===== src/rtl/pe_cmd_pkg.sv =====
// Command encodings, image selects and controller state type shared by the
// Cannon sequencer and the processing-element array.
package pe_cmd_pkg;

    localparam logic [2:0] CMD_MAC    = 3'b000;
    localparam logic [2:0] CMD_UP     = 3'b001;
    localparam logic [2:0] CMD_DOWN   = 3'b010;
    localparam logic [2:0] CMD_LEFT   = 3'b011;
    localparam logic [2:0] CMD_RIGHT  = 3'b100;
    localparam logic [2:0] CMD_OVR_AB = 3'b101;
    localparam logic [2:0] CMD_OVR_S  = 3'b110;
    localparam logic [2:0] CMD_CLR    = 3'b111;

    localparam logic IMG_A = 1'b0;
    localparam logic IMG_B = 1'b1;

    typedef enum logic [2:0] {
        ST_IDLE,
        ST_ISSUE,
        ST_EXEC,
        ST_DONE,
        ST_ERR
    } seq_state_e;

endpackage


===== src/rtl/handshake_watchdog.sv =====
// Counts cycles spent in one handshake phase and flags expiry once the
// count reaches TIMEOUT-1; a TIMEOUT of 0 never expires.
module handshake_watchdog #(
    parameter int TIMEOUT = 1024
) (
    input  logic clk_i,
    input  logic rst_i,
    input  logic clear_i,
    input  logic enable_i,
    output logic expired_o
);

    localparam int CNT_W = (TIMEOUT > 1) ? $clog2(TIMEOUT) : 1;
    localparam logic [CNT_W-1:0] LAST = CNT_W'((TIMEOUT > 0) ? TIMEOUT - 1 : 0);

    logic [CNT_W-1:0] count_q;

    // Counter saturates at LAST so a stalled phase keeps expiry asserted.
    always_ff @(posedge clk_i) begin
        if (rst_i || clear_i) begin
            count_q <= '0;
        end else if (enable_i && !expired_o) begin
            count_q <= count_q + CNT_W'(1);
        end
    end

    assign expired_o = (TIMEOUT > 0) && enable_i && (count_q == LAST);

endmodule


===== src/rtl/cannon_sequencer.sv =====
// Broadcasts the clear/load/MAC/shift command sequence of a Cannon matrix
// multiply to an N x N PE torus and runs the ack/ready handshake with it.
module cannon_sequencer
    import pe_cmd_pkg::*;
#(
    parameter int N       = 4,
    parameter int STEP_W  = 8,
    parameter int TIMEOUT = 1024
) (
    input  logic              CLK,
    input  logic              RST,
    input  logic              start,
    input  logic [STEP_W-1:0] k_steps,
    output logic              busy,
    output logic              done,
    output logic              error,
    output logic [STEP_W-1:0] step,
    input  logic [N*N-1:0]    pe_ready,
    output logic              pe_ack,
    output logic [2:0]        command_to_execute,
    output logic              image_to_shift
);

    localparam logic [STEP_W-1:0] ONE = STEP_W'(1);

    seq_state_e        state_q;
    logic [STEP_W-1:0] k_q;
    logic [STEP_W-1:0] step_q;
    logic [2:0]        cmd_q;
    logic              img_q;
    logic              ack_q;
    logic              busy_q;
    logic              done_q;
    logic              error_q;

    logic allLow;
    logic allHigh;
    logic inWait;
    logic waitMet;
    logic wdExpired;
    logic lastMac;
    logic runOver;

    assign allLow  = ~|pe_ready;
    assign allHigh = &pe_ready;
    assign inWait  = (state_q == ST_ISSUE) || (state_q == ST_EXEC);
    assign waitMet = ((state_q == ST_ISSUE) && allLow) ||
                     ((state_q == ST_EXEC) && allHigh);
    assign lastMac = (step_q == k_q - ONE);
    // The run ends after the load when k is zero, otherwise after the final MAC.
    assign runOver = ((cmd_q == CMD_OVR_AB) && (k_q == '0)) ||
                     ((cmd_q == CMD_MAC) && lastMac);

    handshake_watchdog #(
        .TIMEOUT(TIMEOUT)
    ) u_watchdog (
        .clk_i    (CLK),
        .rst_i    (RST),
        .clear_i  (!inWait || waitMet),
        .enable_i (inWait),
        .expired_o(wdExpired)
    );

    always_ff @(posedge CLK) begin
        if (RST) begin
            state_q <= ST_IDLE;
            k_q     <= '0;
            step_q  <= '0;
            cmd_q   <= CMD_MAC;
            img_q   <= IMG_A;
            ack_q   <= 1'b0;
            busy_q  <= 1'b0;
            done_q  <= 1'b0;
            error_q <= 1'b0;
        end else begin
            done_q <= 1'b0;
            case (state_q)
                ST_IDLE, ST_ERR: begin
                    if (start) begin
                        k_q     <= k_steps;
                        step_q  <= '0;
                        cmd_q   <= CMD_CLR;
                        ack_q   <= 1'b1;
                        busy_q  <= 1'b1;
                        error_q <= 1'b0;
                        state_q <= ST_ISSUE;
                    end
                end
                ST_ISSUE: begin
                    if (allLow) begin
                        ack_q   <= 1'b0;
                        state_q <= ST_EXEC;
                    end else if (wdExpired) begin
                        ack_q   <= 1'b0;
                        busy_q  <= 1'b0;
                        error_q <= 1'b1;
                        state_q <= ST_ERR;
                    end
                end
                ST_EXEC: begin
                    if (allHigh && runOver) begin
                        busy_q  <= 1'b0;
                        done_q  <= 1'b1;
                        state_q <= ST_DONE;
                    end else if (allHigh) begin
                        ack_q   <= 1'b1;
                        state_q <= ST_ISSUE;
                        // A non-final MAC is followed by the A-left then B-up shifts.
                        case (cmd_q)
                            CMD_CLR:    cmd_q <= CMD_OVR_AB;
                            CMD_MAC: begin
                                cmd_q  <= CMD_LEFT;
                                img_q  <= IMG_A;
                                step_q <= step_q + ONE;
                            end
                            CMD_LEFT: begin
                                cmd_q <= CMD_UP;
                                img_q <= IMG_B;
                            end
                            default:    cmd_q <= CMD_MAC;
                        endcase
                    end else if (wdExpired) begin
                        busy_q  <= 1'b0;
                        error_q <= 1'b1;
                        state_q <= ST_ERR;
                    end
                end
                ST_DONE: state_q <= ST_IDLE;
                default: state_q <= ST_IDLE;
            endcase
        end
    end

    assign busy               = busy_q;
    assign done               = done_q;
    assign error              = error_q;
    assign step               = step_q;
    assign pe_ack             = ack_q;
    assign command_to_execute = cmd_q;
    assign image_to_shift     = img_q;

endmodule


===== config.mk =====
export PLATFORM = sky130hd
export DESIGN_NAME = cannon_sequencer
export DESIGN_NICKNAME = d
export VERILOG_FILES = /design/src/rtl/pe_cmd_pkg.sv /design/src/rtl/handshake_watchdog.sv /design/src/rtl/cannon_sequencer.sv
export SDC_FILE = /design/constraint.sdc
export NUM_CORES = 1
export LEC_CHECK = 0
export CAP_MARGIN = 5
export CORE_MARGIN = 10
export CORE_UTILIZATION = 50
export CTS_BUF_LIST = sky130_fd_sc_hd__clkbuf_4
export DETAILED_ROUTE_END_ITERATION = 10
export GPL_TIMING_DRIVEN = 0
export PLACE_DENSITY = 0.88
export SLEW_MARGIN = 20
export SYNTH_ARGS = -nofsm -noshare
export SYNTH_HDL_FRONTEND = slang
export SYNTH_SLANG_ARGS = --single-unit

===== constraint.sdc =====
create_clock -name CLK -period 6.7 [get_ports CLK]
set_input_delay 1.34 -clock CLK [delete_from_list [all_inputs] [get_ports CLK]]
set_output_delay 1.34 -clock CLK [all_outputs]
set_load 0.01 [all_outputs]

Word-level counts from Yosys, hierarchy flattened

Cells that the tools add are included.

Bits in registers: 37
Bits of input ports: 27
Output and inout port bits: 16
Logic and storage cells: 98

Add/sub/neg operators: 3
Eq/ne operators: 16
Mux-type cells: 35
Bitwise logic cells: 2
Reduce and logical (&&, ||, !) cells: 32

Operator list:

| cell                                                                  | number |
|---|---|
| 8-bit 2-to-1 mux                                                      | 4 |
| 3-bit 2-to-1 mux                                                      | 8 |
| 19-bit AND reduction                                                  | 1 |
| 3-bit case mux with 3 select lines                                    | 2 |
| 8-bit case mux with 2 select lines                                    | 1 |
| 16-bit AND reduction                                                  | 1 |
| 16-bit OR reduction                                                   | 1 |
| 1-bit 2-to-1 mux                                                      | 15 |
| 5-bit AND reduction                                                   | 3 |
| 10-bit by 1-bit adder with 10-bit output, second input constant       | 1 |
| 10-bit equality test, second input constant                           | 1 |
| 2-bit != test, second input constant                                  | 5 |
| 3-bit equality test, second input constant                            | 3 |
| 1-bit case mux with 3 select lines                                    | 3 |
| 8-bit by 1-bit adder with 8-bit output, second input constant         | 1 |
| 8-bit equality test                                                   | 1 |
| 8-bit logical NOT                                                     | 1 |
| 4-bit AND reduction                                                   | 2 |
| 8-bit by 1-bit subtractor with 8-bit output, second input constant    | 1 |
| 1-bit logical AND                                                     | 7 |
| 3-bit by 2-bit equality test with 1-bit output, second input constant | 2 |
| 3-bit logical NOT                                                     | 2 |
| 3-bit by 2-bit != test with 1-bit output, second input constant       | 2 |
| 3-bit case mux with 2 select lines                                    | 1 |
| 10 further kinds                                                      | 19 |

Depth between registers and ports, before layout

Depth in word-level cells: 7
Gate-level depth with buffers: 10
Depth with buffers taken out: 9

By module

From an unflattened synthesis, not the netlist that was laid out.

Cells, all modules: 263
Area, all modules: 2104.5 um^2

Modules (own cells, without submodules):

| module             | times used | cells an instance | area each (um^2) | sequential area each (um^2) |
|---|---|---|---|---|
| cannon_sequencer   | 1          | 206               | 1626.6           | 540.5 |
| handshake_watchdog | 1          | 57                | 478.0            | 200.2 |

Worst setup path after synthesis

OpenSTA, ideal clock, no wires.

Kind: input to register
Start point: in pe_ready[6]
End point: reg step_q[6] (netlist: step[6])
Library setup time: 0.115 ns
Arrival time: 2.973 ns
Data required time: 6.585 ns
Path slack: 3.612 ns
Stages on the path: 8
Buffers on the path: 2
Cells stage by stage: nand4_1 > nor4_1 > and2_1 > clkbuf_1 > a21oi_1 > buf_2 > o31a_1 > o21a_1

Cells in the longest elaborated chain, start to end: 4
Elaborated cells between the ends (all ways): 5
Classes of those cells: eq/ne (2); reduce/logical (3)

RTL lines:

| item                                   | line                    | text |
|---|---|---|
| start, declared                        | cannon_sequencer.sv:18  | `input logic [N*N-1:0] pe_ready,` |
| 16-bit AND reduction *                 | cannon_sequencer.sv:45  | `assign allHigh = &pe_ready;` |
| 1-bit logical AND                      | cannon_sequencer.sv:101 | `if (allHigh && runOver) begin` |
| 2-bit != test (no source line)         | n/a                     |  |
| 5-bit AND reduction (no source line) * | n/a                     |  |
| end signal, assigned                   | cannon_sequencer.sv:114 | `step_q <= step_q + ONE;` |
| end, declared                          | cannon_sequencer.sv:28  | `logic [STEP_W-1:0] step_q;` |

Mark *: on every way between the ends. The rest lies on a longest branch, timed or not.
A chain may end at the register's enable or synchronous reset.

Final worst setup path

Start point: in pe_ready[4]
End point: reg step_q[5] (netlist: step[5])

Same word-level chain as after synthesis.

==> impl_results.md <==
- Vias in the first global route: 1972
- I/O pin total: 43
- FMAX: 0.2787 GHz
- Slowest cell delay on critical path: 0.59 ns
- Comb pwr share: 0.183
- Design area: 0.002556 mm²
- Synth area leaders: dfxtp_1, nand2_1, a21oi_1
- Area growth, synth to finish: 26.27%
- Post-synthesis cell type count: 45
- Setup Fix Bufs, Post-CTS: 0
- Die area: 0.006994 mm²
- Final Skew: 0.008346 ns
- GRT met2 Usage: 0.2537
- Die Ht: 83.63 µm
- VDD IR max: 0.1216 mV
- Sequential power share: 0.554
- Predominant post-synthesis flop cell: dfxtp_1
- Mapped Cells: 256
- Worst-path cell chain: clkdlybuf4s50_1 > nand4_1 > nor4_1 > and2_1 > clkbuf_1 > a21oi_1 > buf_2 > o31a_1 > o21a_1
- Final Hold Viols: 0
- Top cell type's share of synthesized area: 0.3659
- CTS tree: done
- Post-CTS Resized: 0
- CORE AREA: 0.003971 mm²
- Layout cells sized above 1: 0.04590
- Largest net degree at the start of global routing: 11
- GRT Max-Usage Layer: met2
- M3 GR Usage: 0.03516
- Routed WL: 4944 µm
- Fill count: 333
- RSZ-0062 raised after global routing: false
- Final Slew Violations: 0
- Leakage power: 0.8863 nW
- ANT nets after route: 0
- Post-Syn Area: 0.002024 mm²
- Post-Place Cells: 348
- Met1 Usage GRT: 0.1517
- Synth Register Bits: 37
- Period utilisation layout: 0.5355
- Vias per cell: 5.656
- Placer Congestion: 0.8354
- Pwr Density: 165.3 mW/mm²
- Clk network pwr share: 0.264
- Initial core utilization: 0.5098
- Hold buffers post-CTS: 0
- Ant diodes: 0
- Async set or reset register ratio after synthesis: 0
- Synth area leader: dfxtp_1
- CTS H-tree depth: 2
- Worst setup SP type: input port
- Max Buffers Root-to-Sink: 2
- IO buf count: 42
- Internal power: 0.0003072 W
- Seq/Total Area, Yosys: 0.3659
- Min cycle time layout: 3.588 ns
- Wire length per cell: 13.93 µm
- Final count of negative-setup-slack endpoints: 0
- Setup crit end kind: flop
- First-pass GRT wire length: 8562 µm
- Sw power: 0.0001154 W
- Antenna violations before repair: 0
- Clock sink total: 37
- DP Area: 0.002507 mm²
- Worst Hold Class: reg2reg
- CP Data Required Time: 6.94 ns
- Worst EP arrival: 3.83 ns
- Maxcap violations: 0
- DRC errors left: 0
- Placed wire-length estimate: 3901 µm
- Sw Ratio: 0.2730
- Synth cell count leaders: dfxtp_1, nand2_1, nor2_1
- Final net count: 335
- Crit-path max FO: 10
- DRT Pass-1 Iters: 4
- Mean Syn Cell Area: 7.908 µm²
- Grt ovf: 0
- Outcome: finished clean
- Vias: 2008
- Worst Tran Pin Value: 0.6495 ns
- Most frequent cell after synthesis: dfxtp_1
- GRT Util Overall: 0.1402
- Syn nets: 286
- Worst-skew pair later-pin latency: 0.34 ns
- Post-synth EDFFs: 0
- First DRT Iteration DRCs: 99
- Cts bufs inserted: 5
- CTS root buf: clkbuf_4
- Ys Warns: 0
- WP buf/inv: 3
- Clk slew on worst S/H paths: 0.10 ns
- Highest-delay cell along the critical path: nor4_1
- Core Util, Final: 0.6437
- Crit Path Category: in2reg
- Row cnt: 23
- CP top delay family: buffers and inverters
- Slew HR: 0.5630
- Non-Filler Instances: 355
- Setup TNS: 0 ns
- Chip width: 83.63 µm
state kept, by name, indices dropped and copies added (netlist names):
signal,count
error,1
image_to_shift,1
busy,1
command_to_execute,3
u_watchdog.count_q,10
done,1
step,8
k_q,8
state_q,3
pe_ack,1
layout by cell type, fill, tap and decap left out, drive strengths merged, types with 3 or more instances in the layout:
cell type	n
a211oi	6
a21oi	22
and2	4
and3	3
buf	4
clkbuf	14
clkdlybuf4s50	42
dfxtp	37
ha	3
inv	7
nand2	31
nand2b	6
nand3	4
nand4	8
nor2	23
nor2b	5
nor3	8
nor4	13
o21a	7
o21ai	10
o31a	6
or3	7
xnor2	6
xor2	7
kinds of logic (layout without fill, tap and decap cells):
logic type / count (synthesis) / count (layout) / synth area share
buffers and inverters: 19 / 68 / 0.03832
adder cells (fa/ha/maj): 3 / 3 / 0.01854
AO/OA/AOI/OAI: 61 / 61 / 0.1941
AND/OR/NAND/NOR: 121 / 121 / 0.3171
XOR/XNOR: 13 / 13 / 0.05624
flip-flops: 37 / 37 / 0.3659
multiplexers: 2 / 2 / 0.009889
cell type report:
class	count	area, µm²	share of cell area
tap	50	62.56	0.02447
clock buffer	6	45.04	0.01762
sequential	37	740.7	0.2898
multi-input combinational	200	1206	0.4719
timing repair buffer	42	420.4	0.1645
buffer	12	51.30	0.02007
clock inverter	1	3.754	0.001468
inverter	7	26.28	0.01028
layer usage:
metal | part of all wire | vias to the layer above | routed length (µm)
met2 | 0.53 | 47 | 2605
li1 | - | 1026 | -
met5 | 0 | - | 0
met3 | 0.046 | 3 | 227
met1 | 0.42 | 932 | 2093
met4 | 0.0036 | 0 | 18
stage by stage:
step	total power (W)	hold WS [ns]	worst slack, ns
6_report	0.0004226	0.4626	3.112
5_1_grt	0.0004460	0.4857	2.838
4_1_cts	0.0004290	0.4695	3.095
3_5_place_dp	0.0003156	0.4516	2.739
3_3_place_gp	0.0003138	0.4518	2.746
2_1_floorplan	0.0002818	0.4454	3.612
worst min-delay path: cells and delay by family, from the launching register on:
kind,cells,cell delay [ns]
AO/OA/AOI/OAI,1,0.05
buffers and inverters,1,0.05
flip-flops,1,0.33
final timing paths:
check	start	to	slack [ns]	depth (start not counted)
setup / recovery	pe_ready[4]	step[5]	3.11	9
setup reg to reg	k_q[0]	step[5]	4.19	9
hold / removal	error	error	0.46	2
hold reg to reg	error	error	0.46	2
power by group through the flow:
stage	Sequential, W	Combinational [W]	Clock (W)
3_3_place_gp	0.000239	0.0000751	0
4_1_cts	0.000234	0.0000772	0.000118
5_1_grt	0.000235	0.0000857	0.000125
2_1_floorplan	0.000239	0.0000431	0
6_report	0.000234	0.0000772	0.000111
3_5_place_dp	0.000239	0.0000767	0
(Power assumes the default switching activity.)
